$ cat config.mk
export PLATFORM = sky130hd
export DESIGN_NAME = config_loader
export DESIGN_NICKNAME = d
export VERILOG_FILES = /design/src/rtl/config_pkg.sv /design/src/rtl/crc16_serial.sv /design/src/rtl/config_loader.sv
export SDC_FILE = /design/constraint.sdc
export NUM_CORES = 1
export LEC_CHECK = 0
export ABC_AREA = 1
export CAP_MARGIN = 20
export CORE_MARGIN = 2
export CORE_UTILIZATION = 53
export CTS_CLUSTER_SIZE = 14
export DETAILED_ROUTE_END_ITERATION = 10
export PLACE_DENSITY = 0.8
export RECOVER_POWER = 25
export SLEW_MARGIN = 10
export SYNTH_ARGS = -nofsm -noshare
export SYNTH_HDL_FRONTEND = slang
export SYNTH_SLANG_ARGS = --single-unit
$ cat constraint.sdc
create_clock -name clk -period 1.81 [get_ports clk]
set_input_delay 0.362 -clock clk [delete_from_list [all_inputs] [get_ports clk]]
set_output_delay 0.362 -clock clk [all_outputs]
set_load 0.02 [all_outputs]
$ cat src/rtl/config_pkg.sv
// config_pkg
// Shared definitions for the configuration loader:
//   - cfg_state_t: loader FSM state encoding (also visible on the loader's
//     fsm_state debug port)
//   - CRC-16-CCITT polynomial / init constants and a one-bit update helper
//   - CONFIG_LOADER_CHAIN_LEN: default chain length, equal to the fabric's
//     total configuration chain length
package config_pkg;

  localparam int CONFIG_LOADER_CHAIN_LEN = 1024;

  localparam logic [15:0] CRC16_POLY = 16'h1021;
  localparam logic [15:0] CRC16_INIT = 16'hFFFF;

  typedef enum logic [2:0] {
    ST_IDLE  = 3'd0,
    ST_FETCH = 3'd1,
    ST_SHIFT = 3'd2,
    ST_CHECK = 3'd3,
    ST_DONE  = 3'd4
  } cfg_state_t;

  // One MSB-first CRC-16 step for a single serial bit.
  function automatic logic [15:0] crc16_step(input logic [15:0] crc, input logic bit_in);
    logic fb;
    fb = crc[15] ^ bit_in;
    return {crc[14:0], 1'b0} ^ (fb ? CRC16_POLY : 16'h0000);
  endfunction

endpackage

$ cat src/rtl/crc16_serial.sv
// crc16_serial
// Bit-serial CRC-16-CCITT accumulator (poly 0x1021, init 0xFFFF, MSB first).
// Only built when CONFIG_LOADER_CRC_EN is defined; the default build has no
// CRC logic at all, so the module body is compiled out as well.
// Ports:
//   clk, rst  clock, asynchronous active-high reset (crc -> init)
//   clear     reload crc with the init value
//   en        fold bit_in into the crc this cycle
//   bit_in    serial data bit
//   crc       current CRC value
`ifdef CONFIG_LOADER_CRC_EN
module crc16_serial
  import config_pkg::*;
(
  input  logic        clk,
  input  logic        rst,
  input  logic        clear,
  input  logic        en,
  input  logic        bit_in,
  output logic [15:0] crc
);

  always_ff @(posedge clk or posedge rst) begin
    if (rst) begin
      crc <= CRC16_INIT;
    end else if (clear) begin
      crc <= CRC16_INIT;
    end else if (en) begin
      crc <= crc16_step(crc, bit_in);
    end
  end

endmodule
`endif

$ cat src/rtl/config_loader.sv
// config_loader
// Serialises configuration words onto the fabric's single-bit config chain,
// one bit per clock, MSB of each word first. CHAIN_LEN bits are shifted in
// total; if CHAIN_LEN is not a multiple of WORD_WIDTH only the top bits of
// the final word are used.
//
// Optional feature macro: CONFIG_LOADER_CRC_EN. When defined, a CRC-16-CCITT
// is accumulated over every shifted bit and one extra trailer word is taken
// after the chain; its low 16 bits are compared with the CRC and a mismatch
// raises error in DONE. Without the macro error is tied low and no trailer
// word is consumed.
//
// Handshake: a word transfers on a rising edge where word_valid and
// word_ready are both high. word_ready depends only on the state register,
// never on word_valid; word_valid seen while word_ready is low is ignored
// and nothing is consumed.
//
// Ports:
//   clk, rst    clock, asynchronous active-high reset
//   start       one-cycle pulse; starts a load from IDLE or DONE
//   word_data   configuration word, word_valid qualifies it
//   word_ready  loader accepts a word this cycle (FETCH / CHECK)
//   config_out  serial bit to fabric config_in
//   config_en   fabric shift enable, high only while a real bit is driven
//   busy        load in progress
//   done        load complete, held until next start or rst
//   error       trailer CRC mismatch, held with done
//   fsm_state   current FSM state (debug)
module config_loader
  import config_pkg::*;
#(
  parameter int WORD_WIDTH = 32,
  parameter int CHAIN_LEN  = CONFIG_LOADER_CHAIN_LEN
) (
  input  logic                  clk,
  input  logic                  rst,
  input  logic                  start,
  input  logic [WORD_WIDTH-1:0] word_data,
  input  logic                  word_valid,
  output logic                  word_ready,
  output logic                  config_out,
  output logic                  config_en,
  output logic                  busy,
  output logic                  done,
  output logic                  error,
  output logic [2:0]            fsm_state
);

  localparam int BL_W = $clog2(CHAIN_LEN + 1);
  localparam int SC_W = $clog2(WORD_WIDTH + 1);

  cfg_state_t            state;
  logic [WORD_WIDTH-1:0] shreg;
  logic [BL_W-1:0]       bits_left;
  logic [SC_W-1:0]       shift_cnt;
  logic                  start_ok;

  // A start is only honoured when no load is running.
  assign start_ok = start && ((state == ST_IDLE) || (state == ST_DONE));

`ifdef CONFIG_LOADER_CRC_EN
  logic [15:0] crc;
  logic        err_q;

  crc16_serial u_crc (
    .clk    (clk),
    .rst    (rst),
    .clear  (start_ok),
    .en     (state == ST_SHIFT),
    .bit_in (shreg[WORD_WIDTH-1]),
    .crc    (crc)
  );
`endif

  always_ff @(posedge clk or posedge rst) begin
    if (rst) begin
      state     <= ST_IDLE;
      shreg     <= '0;
      bits_left <= '0;
      shift_cnt <= '0;
`ifdef CONFIG_LOADER_CRC_EN
      err_q     <= 1'b0;
`endif
    end else begin
      case (state)
        ST_IDLE, ST_DONE: begin
          if (start_ok) begin
            state     <= ST_FETCH;
            bits_left <= BL_W'(CHAIN_LEN);
`ifdef CONFIG_LOADER_CRC_EN
            err_q     <= 1'b0;
`endif
          end
        end
        ST_FETCH: begin
          if (word_valid) begin
            shreg <= word_data;
            // Compare at 32 bits: WORD_WIDTH may not fit in bits_left's width.
            if (32'(bits_left) >= WORD_WIDTH) begin
              shift_cnt <= SC_W'(WORD_WIDTH);
            end else begin
              shift_cnt <= SC_W'(bits_left);
            end
            state <= ST_SHIFT;
          end
        end
        ST_SHIFT: begin
          shreg     <= shreg << 1;
          shift_cnt <= shift_cnt - SC_W'(1);
          bits_left <= bits_left - BL_W'(1);
          if (shift_cnt == SC_W'(1)) begin
            if (bits_left > BL_W'(1)) begin
              state <= ST_FETCH;
            end else begin
`ifdef CONFIG_LOADER_CRC_EN
              state <= ST_CHECK;
`else
              state <= ST_DONE;
`endif
            end
          end
        end
`ifdef CONFIG_LOADER_CRC_EN
        ST_CHECK: begin
          if (word_valid) begin
            err_q <= (word_data[15:0] != crc);
            state <= ST_DONE;
          end
        end
`endif
        default: state <= ST_IDLE;
      endcase
    end
  end

  // All outputs decode registered state only.
  assign word_ready = (state == ST_FETCH) || (state == ST_CHECK);
  assign config_en  = (state == ST_SHIFT);
  assign config_out = config_en & shreg[WORD_WIDTH-1];
  assign busy       = (state == ST_FETCH) || (state == ST_SHIFT) || (state == ST_CHECK);
  assign done       = (state == ST_DONE);
`ifdef CONFIG_LOADER_CRC_EN
  assign error      = done & err_q;
`else
  assign error      = 1'b0;
`endif
  assign fsm_state  = state;

endmodule

==> results list <==
- The worst path needs 1730 ps of the cycle, external delays included.
- After legalization and detailed placement, the total HPWL measured 4020 um.
* Result of the run: finished clean
* Combined flip-flop and latch cell area: 1300 um2
- Final Slew Violations: 0
- Initial DRT Pass Iterations: 4
- The Yosys step of the flow raised 0 warnings.
- Post-synthesis instance area: about 2600 um2
* Number of unique standard cell types used by synthesis: 25
- The tightest hold path in the finished design has a slack of 516 ps.
* Final worst clock skew: around 8.5 ps
- The tree built by TritonCTS fans out to 52 sinks.
- Walking the worst path, the cells encountered are buf_4, nor2_4, dlygate4sd2_1.
* Via count of the first global-routing pass: 2235
- The number of antenna violations at the first check in global routing was 0.
* Critical path endpoint category: output port
- Area of the core: 4750 um2
- The floorplan has 25 rows.
* Top-level I/O count: 45
- The tree is rooted in a clkbuf_8.
- The tool flagged a number of max-cap violations equal to 0.
- Including well taps, the total number of placed cells is 435.
* First-pass GRT wire length: 9470 um
- Leaving out fill and tap cells, the most frequent cell in the layout is nor2_1.
* Commonest cells after routing, fill and taps aside: 87 x nor2_1, 58 x nand2_1, 51 x dfrtp_1
* Ratio of cells with drive above 1 in the final layout: 0.0824
- No sink is reached through more buffers than the 2 on the longest clock path.
- Die width: approximately 74 um
* Maximum vdd ir drop: around 0.69 mV
- In this run the number of H-tree levels came out at 2.
* Clk Latency, worst-skew pair: 310 ps
- Setup violations remaining at the end of the flow were counted as 0.
- Residual DRC count: 0
* Critical path required time: 1450 ps
* Fraction of the yosys area taken by sequential cells: 0.496
- After global routing the overflow that remains totals 0.
* Post-Synthesis Mean Instance Area: roughly 8 um2
* Net Count, Synth: 367
- Wires add up to 5540 um.
- Synth Register Bits: 52
- Across all layers, the routed design uses 2277 vias.
- Adding up every negative setup slack in the final design gives 0 ps.
- Power per cell area: 1600 nW/um2
- Crit path max-delay family: buffers and inverters
* Ratio of final minimum period to clock period: 0.954
- Crit path DAT: between 1000 and 1500 ps
* Setup repair after global routing missed its margin: false
- For this run, the number of standard cells in the final layout without fillers is 443.
- Pin count of the biggest net entering global routing: 25
- Number of design-rule violations left by the first detailed-router iteration: 164
- Compared with the post-synthesis result, the final layout area differs by 22.8%.
- Routed via count divided by cell count: slightly above 5
- TritonCTS buffer count: 5
- TritonCTS clock tree: done
- Final hold viol count: 0
- The net count of the finished layout is 416.
* Post-CTS setup buffer count: 0
- Dividing the detail-routed wire length by the instance count gives 12.5 um.
- The slowest stage of the critical path belongs to the cell dfrtp_1.
* Max Clk Rate: around 0.58 GHz
- The largest single stage delay on the critical path is approximately 420 ps.
* Input/output buffers: 43
- Launching element type of the critical path: flop
- The filler cells instantiated in the layout total 408.
- In this run the tightest slew margin relative to its limit is 0.471.
- Vertical extent of the die: 74.4 um
* Post-detailed-route count of antenna-violating nets: 0
* Number of buffers and inverters on the critical path: 2
* Slew at the pin closest to its max-slew limit: 793 ps
- Worst hold-check path type: flop to flop
* All-layer global routing usage: 0.224
- In this run the worst path has a maximum fanout of 4.
- Number of diodes added for antenna fixing: 0
* Total Die Area: 5530 um2
- Final estimated routing congestion in global placement: 0.845
- In this run the static leakage power is 1.50 nW.
- Initial core utilization: 0.552
- Clock-pin slew was measured on the worst setup and hold paths at 100 ps.
- Critical path class: flop to output port
- Synthesis produced a netlist whose cell count is about 330.
- Footprint of the multi-input gates: ~1100 um2
## final timing paths
kind / start / end / cells after the start / slack (ps)
max: fsm_state[2]$_DFFE_PP0P_ / word_ready / 3 / 80
min: shreg[0]$_DFFE_PP0P_ / shreg[0]$_DFFE_PP0P_ / 2 / 520
max reg2reg: fsm_state[0]$_DFFE_PP0P_ / shreg[5]$_DFFE_PP0P_ / 7 / 320
min reg2reg: shreg[0]$_DFFE_PP0P_ / shreg[0]$_DFFE_PP0P_ / 2 / 520
max in group asynchronous: rst / fsm_state[1]$_DFFE_PP0P_ / 3 / 270
min in group asynchronous: rst / shreg[29]$_DFFE_PP0P_ / 2 / 630
## area by class of cell
cell class,count,area share
Inverter,31,0.0361
Clock inverter,3,0.00660
Sequential cell,52,0.404
Multi-Input combinational cell,231,0.346
Clock buffer,5,0.0214
Tap cell,67,0.0260
Timing Repair Buffer,54,0.160
## kinds of logic after synthesis
kind of cell / after synthesis / share of synthesized area
buffers and inverters: 43 / 0.0796
flip-flops: 52 / 0.496
AND/OR/NAND/NOR: 176 / 0.286
AO/OA/AOI/OAI: 47 / 0.107
XOR/XNOR: 2 / 0.00668
other: 1 / 0.00143
adder cells (fa/ha/maj): 5 / 0.0238
## cell usage after synthesis
cell type | count | area (um2)
nand2_2 | 1 | 6.26
dfrtp_1 | 52 | 1300
o22ai_1 | 34 | 213
nand4_1 | 2 | 12.5
nand2_1 | 58 | 218
nor2_1 | 87 | 327
nor3_1 | 1 | 5.00
a21oi_1 | 3 | 15.0
inv_1 | 28 | 105
ha_1 | 5 | 62.6
o21ai_0 | 9 | 45.0
xnor2_1 | 2 | 17.5
buf_4 | 3 | 22.5
nand3b_1 | 1 | 7.51
nand2_4 | 1 | 11.3
nor2_4 | 1 | 11.3
buf_2 | 5 | 25.0
nand3_1 | 20 | 100
o21bai_1 | 1 | 7.51
or2_2 | 1 | 6.26
nor3_2 | 1 | 10.0
nand3_4 | 2 | 35.0
inv_2 | 3 | 11.3
buf_6 | 4 | 45.0
conb_1 | 1 | 3.75
## routing by layer
layer | part of all wire | vias to the layer above | track usage | wire length [um]
li1 | - | 1154 | - | -
met3 | 0.038 | 4 | 0.0407 | 209
met5 | 0 | - | 0 | 0
met4 | 0.0096 | 0 | 0.0675 | 53
met2 | 0.51 | 53 | 0.418 | 2830
met1 | 0.44 | 1066 | 0.260 | 2440
## registers in the layout, summed over array words and instances, names as in the netlist
signal	count
shreg	32
bits_left	11
shift_cnt	6
fsm_state	3
## tightest hold or removal path: cells and delay by family, from the launching register on
family / cells / cell delay [ps]
flip-flops: 1 / 370
AND/OR/NAND/NOR: 2 / 120
## report_power, final
part	total [mW]	switching, mW	internal [mW]
clock network	0.668	0.393	0.275
logic	2.43	1.46	0.967
registers	2.06	0.368	1.69
total	5.15	2.22	2.93
## through the flow
| stage | total power, mW | util | instance area (um2) | setup slack, ps |
|---|---|---|---|---|
| 3_5_place_dp | 4.54 | 0.663 | 3150 | 75.8 |
| 5_1_grt | 5.62 | 0.678 | 3220 | 30.2 |
| 6_report | 5.15 | 0.678 | 3220 | 83.4 |
| 2_1_floorplan | 3.86 | - | 2620 | 117 |
| 4_1_cts | 5.20 | 0.681 | 3240 | 3.45 |
| 3_3_place_gp | 4.42 | 0.663 | 3150 | 100 |
## timing repair
action	in CTS	in global routing
hold buffers	0	0
gates resized for setup	6	2
endpoints found under the setup margin	5	1
No activity file was read; power rests on OpenSTA's default activity.
